File: config.mk
export PLATFORM = sky130hd
export DESIGN_NAME = regfile_scoreboard
export DESIGN_NICKNAME = d
export VERILOG_FILES = /design/src/rtl/regfile_scoreboard.sv
export SDC_FILE = /design/constraint.sdc
export NUM_CORES = 2
export LEC_CHECK = 0
export BUFFER_PORTS_ARGS = -buffer_cell sky130_fd_sc_hd__buf_2
export CORE_ASPECT_RATIO = 0.75
export CORE_MARGIN = 1.5
export CORE_UTILIZATION = 65
export DETAILED_ROUTE_END_ITERATION = 6
export PLACE_DENSITY_LB_ADDON = 0.2
export SLEW_MARGIN = 20
export SYNTH_ARGS = -nofsm -noshare
export SYNTH_HDL_FRONTEND = slang
export SYNTH_SLANG_ARGS = --single-unit
export TNS_END_PERCENT = 30
File: constraint.sdc
create_clock -name clock -period 11.37 [get_ports clock]
set_input_delay 1.7055 -clock clock [delete_from_list [all_inputs] [get_ports clock]]
set_output_delay 1.7055 -clock clock [all_outputs]
set_load 0.02 [all_outputs]
File: src/rtl/regfile_scoreboard.sv
// Register file, 2 async read / 1 write, with a per-register busy scoreboard for RAW hazard detection.
// Reads are zero-latency; writes, reserves and busy_count update at the edge. There is no backpressure.
module regfile_scoreboard #(
    parameter int DATA_WIDTH = 32,
    parameter int ADDR_WIDTH = 5,
    parameter bit ZERO_REG   = 1'b1,
    parameter bit BYPASS     = 1'b1
) (
    input  logic                  clock,
    input  logic                  ctrl_reset_n,
    input  logic                  ctrl_writeEnable,
    input  logic [ADDR_WIDTH-1:0] ctrl_writeReg,
    input  logic [DATA_WIDTH-1:0] data_writeReg,
    input  logic                  ctrl_reserveEnable,
    input  logic [ADDR_WIDTH-1:0] ctrl_reserveReg,
    input  logic                  ctrl_flush,
    input  logic [ADDR_WIDTH-1:0] ctrl_readRegA,
    input  logic [ADDR_WIDTH-1:0] ctrl_readRegB,
    output logic [DATA_WIDTH-1:0] data_readRegA,
    output logic [DATA_WIDTH-1:0] data_readRegB,
    output logic                  busy_readRegA,
    output logic                  busy_readRegB,
    output logic [ADDR_WIDTH:0]   busy_count
);
    localparam int NUM_REGS = 2 ** ADDR_WIDTH;

    logic [DATA_WIDTH-1:0] r_regs [NUM_REGS];
    logic [NUM_REGS-1:0]   r_busy;
    logic [NUM_REGS-1:0]   w_busy_next;
    logic [ADDR_WIDTH:0]   r_busy_count;
    logic [ADDR_WIDTH:0]   w_pop;
    logic                  w_wr_ok;
    logic                  w_rsv_ok;
    logic                  w_zero_a;
    logic                  w_zero_b;
    logic                  w_hit_a;
    logic                  w_hit_b;

    assign w_wr_ok  = ctrl_writeEnable   && !(ZERO_REG && (ctrl_writeReg   == '0));
    assign w_rsv_ok = ctrl_reserveEnable && !(ZERO_REG && (ctrl_reserveReg == '0));

    // Writeback clears first so a same-cycle reserve (the newer producer) wins; flush beats both.
    always_comb begin
        w_busy_next = r_busy;
        if (w_wr_ok) begin
            w_busy_next[ctrl_writeReg] = 1'b0;
        end
        if (ctrl_flush) begin
            w_busy_next = '0;
        end else if (w_rsv_ok) begin
            w_busy_next[ctrl_reserveReg] = 1'b1;
        end
    end

    always_comb begin
        w_pop = '0;
        for (int i = 0; i < NUM_REGS; i++) begin
            w_pop = w_pop + {{ADDR_WIDTH{1'b0}}, w_busy_next[i]};
        end
    end

    always_ff @(posedge clock or negedge ctrl_reset_n) begin
        if (!ctrl_reset_n) begin
            for (int i = 0; i < NUM_REGS; i++) begin
                r_regs[i] <= '0;
            end
            r_busy       <= '0;
            r_busy_count <= '0;
        end else begin
            if (w_wr_ok) begin
                r_regs[ctrl_writeReg] <= data_writeReg;
            end
            r_busy       <= w_busy_next;
            r_busy_count <= w_pop;
        end
    end

    assign w_zero_a = ZERO_REG && (ctrl_readRegA == '0);
    assign w_zero_b = ZERO_REG && (ctrl_readRegB == '0);
    assign w_hit_a  = BYPASS && w_wr_ok && (ctrl_writeReg == ctrl_readRegA);
    assign w_hit_b  = BYPASS && w_wr_ok && (ctrl_writeReg == ctrl_readRegB);

    assign data_readRegA = w_zero_a ? '0 : (w_hit_a ? data_writeReg : r_regs[ctrl_readRegA]);
    assign data_readRegB = w_zero_b ? '0 : (w_hit_b ? data_writeReg : r_regs[ctrl_readRegB]);
    assign busy_readRegA = !w_zero_a && !w_hit_a && r_busy[ctrl_readRegA];
    assign busy_readRegB = !w_zero_b && !w_hit_b && r_busy[ctrl_readRegB];
    assign busy_count    = r_busy_count;
endmodule

==> summary.md <==
| Metric | Value |
|---|---|
| CTS resizes | `0` |
| Commonest cells after routing, fill and taps aside | `dfrtp_1, mux2_2, mux4_2, mux2i_1, buf_2` |
| Aggregate global-route resource usage | `40.0%` |
| Starting Density | `65.6%` |
| Crit end category | `output port` |
| Share of layout cells above drive strength 1 | `50.9%` |
| Post-Route Skew | `0.00926 ns` |
| Crit. path cell count | `8` |
| Crit-path slowest cell | `nor2b_4` |
| Top area cells in the synthesized netlist | `dfrtp_1, mux2_2, mux4_2` |
| Setup crit start kind | `input pin` |
| Synthesized netlist cell count | `3857` |
| Fin crit period | `7.42 ns` |
| Vias | `37900` |
| Vias in the first global route | `39400` |
| Max Root-Sink Buffers | `3` |
| Commonest non-fill, non-tap cell in the layout | `dfrtp_1` |
| Post-synth top area cell | `dfrtp_1` |
| Port-buffer cells | `128` |
| Switching power | `3.02 mW` |
| CTS H-Tree Depth | `3` |
| Routed len/inst | `35.9 um` |
| Comb pwr share | `20.8%` |
| Fin util | `71.0%` |
| Synth Cell Area | `57500 sq um` |
| Static leakage | `27.1 nW` |
| Max Cap Viol | `0` |
| ANT nets after route | `0` |
| Initial antenna violation count | `12` |
| Clk sinks | `1062` |
| Fin crit share | `65.3%` |
| Net count after synthesis | `3945` |
| Post-CTS Setup Inserts | `0` |
| Worst Path Arrival | `5.72 ns` |
| Share of the synthesized area in the top cell type | `46.2%` |
| Setup TNS | `0 ns` |
| Area taken by flip-flops and latches | `26600 sq um` |
| Clock Pin Slew Worst Setup and Hold Paths | `0.06 ns` |
| Ports | `129` |
| Final setup fails | `0` |
| GPL Wtd Cong | `0.892` |
| Die area | `90300 sq um` |
| Clk_lat worst skew | `0.68 ns` |
| Clock Power Share | `33.1%` |
| Grt ovf | `0` |
| Max FO, Critical Path | `24` |
| First-pass GRT wire length | `263000 um` |
| CP Class | `in2out` |
| Hold Worst Slack | `0.394 ns` |
| CTS buffer count | `104` |
| RSZ-0062 raised after global routing | `no` |
| Pre-antenna DRT Iters | `6` |
| Synth cell types | `56` |
| Hold Crit Depth | `0` |
| Area of the multi-input gates | `29000 sq um` |
| Peak Freq | `135 MHz` |
| Yosys warnings | `0` |
| Post-synth EDFFs | `0` |
| Initial drt markers | `4695` |
| Syn-to-layout area delta | `8.10%` |
| DIE WIDTH | `346 um` |
| VDD IR max | `0.119 mV` |
| R2R depth | `16` |
| Fin nets | `3816` |
| CTS tree | `yes` |
| Worst slew pin tran | `1.15 ns` |
| Critical-path cell list | `buf_2 -> buf_4 -> nor2b_4 -> buf_4 -> a22o_1 -> a211oi_1 -> o31ai_1 -> buf_2` |
| Final Hold Fails | `0` |
| Worst path top cell family by delay | `buffers and inverters` |
| Sequential area share after synthesis | `46.2%` |
| CORE AREA | `87600 sq um` |
| Slew margin rel. | `22.8%` |
| Flops & latches, synth | `1062` |
| Crit-path max cell delay | `0.76 ns` |
| Status | `finished clean` |
| Core Rows | `94` |
| Die Ht | `261 um` |
| Pint | `7.85 mW` |
| Fillers | `5592` |
| Largest net degree at the start of global routing | `183` |
| Sw frac | `27.8%` |
| Asr flop ratio synth | `100%` |
| PwrDens | `175 nW/um^2` |
| Synth Flop Type | `dfrtp_1` |
| Hold Buf Count CTS | `0` |
| Sequential share of power | `46.1%` |
| Max Slew Vio Count | `0` |
| Post-route DRC | `0` |
| Total Wirelength | `178000 um` |
| Worst hold path class | `reg2reg` |
| WP data required | `9.66 ns` |
| Root Buffer | `clkbuf_16` |
| Vias/cell | `7.63` |
| Crit path buf inv count | `4` |
| Dpl hpwl | `98900 um` |
| Mapped Avg Cell Area | `14.9 sq um` |
[layer usage]
metal	wire, um	track usage [%]	up-vias
met5	110	0	-
met4	8910	18.6	14
met3	22600	13.9	584
met2	80300	60.0	2504
met1	66600	53.1	20100
li1	-	-	14700
[worst paths after layout]
path	from	to	slack, ns
min in group asynchronous	ctrl_reset_n	r_busy[24]$_DFF_PN0_	1.03
hold / removal	r_regs[1018]$_DFFE_PN0P_	r_regs[1018]$_DFFE_PN0P_	0.39
max in group asynchronous	ctrl_reset_n	r_regs[881]$_DFFE_PN0P_	8.14
hold reg to reg	r_regs[1018]$_DFFE_PN0P_	r_regs[1018]$_DFFE_PN0P_	0.39
setup reg to reg	r_busy[25]$_DFF_PN0_	busy_count[4]$_DFF_PN0_	6.19
setup / recovery	ctrl_readRegA[3]	data_readRegA[6]	3.95
[state kept, by name, indices dropped and copies added, names as in the netlist]
signal and flops:
busy_count 6, r_busy 32, r_regs 1024
[per-stage QoR]
step / total power, mW / setup slack (ns) / cells / area [sq um]
3_5_place_dp: 7.27 / 3.50 / 4774 / 58600
5_1_grt: 11.2 / 3.90 / 4968 / 62200
4_1_cts: 10.9 / 4.11 / 4964 / 62200
2_1_floorplan: 6.57 / 4.24 / 3857 / 57500
6_report: 10.9 / 3.95 / 4969 / 62200
3_3_place_gp: 7.08 / 3.54 / 4774 / 58600
[synthesized netlist by cell type (7+ instances only)]
library cell     n
a211o_1         27
a211oi_1       118
a21o_1          14
a21oi_1         24
a221o_1         18
a22oi_1        101
a32o_1          26
buf_1           61
buf_2           95
buf_4           26
clkbuf_1       253
dfrtp_1       1062
fa_1            24
ha_1             7
inv_1           36
mux2_2        1011
mux2i_1        129
mux4_2         499
nand2_1         83
nand2b_1        17
nor2_1          46
nor2b_1         38
o21ai_0         11
o221ai_1        21
o22ai_1         28
xnor2_1         10
[power groups by stage]
stage / clock (mW) / combinational [mW] / sequential (mW)
global placement: 0 / 2.15 / 4.94
detailed placement: 0 / 2.23 / 5.04
floorplan: 0 / 1.73 / 4.84
CTS: 3.63 / 2.25 / 4.97
global route: 3.77 / 2.39 / 5.07
finish: 3.60 / 2.26 / 5.01
[kinds of logic after synthesis]
logic type | Yosys count | share of synthesized area [%]
mux | 1640 | 41.6
compound gates | 407 | 5.43
xor+xnor | 13 | 0.198
simple gates | 224 | 1.94
buf+inv | 480 | 3.65
fa+ha+maj | 31 | 0.988
flops | 1062 | 46.2
[cell type report]
cell class / instances / area share [%]
Clock inverter: 44 / 0.863
Antenna cell: 5 / 0.0201
Clock buffer: 146 / 4.84
Tap cell: 1152 / 2.32
Timing Repair Buffer: 209 / 2.28
Sequential cell: 1062 / 42.7
Multi-Input combinational cell: 2315 / 46.7
Inverter: 36 / 0.217
(Power assumes the default switching activity.)
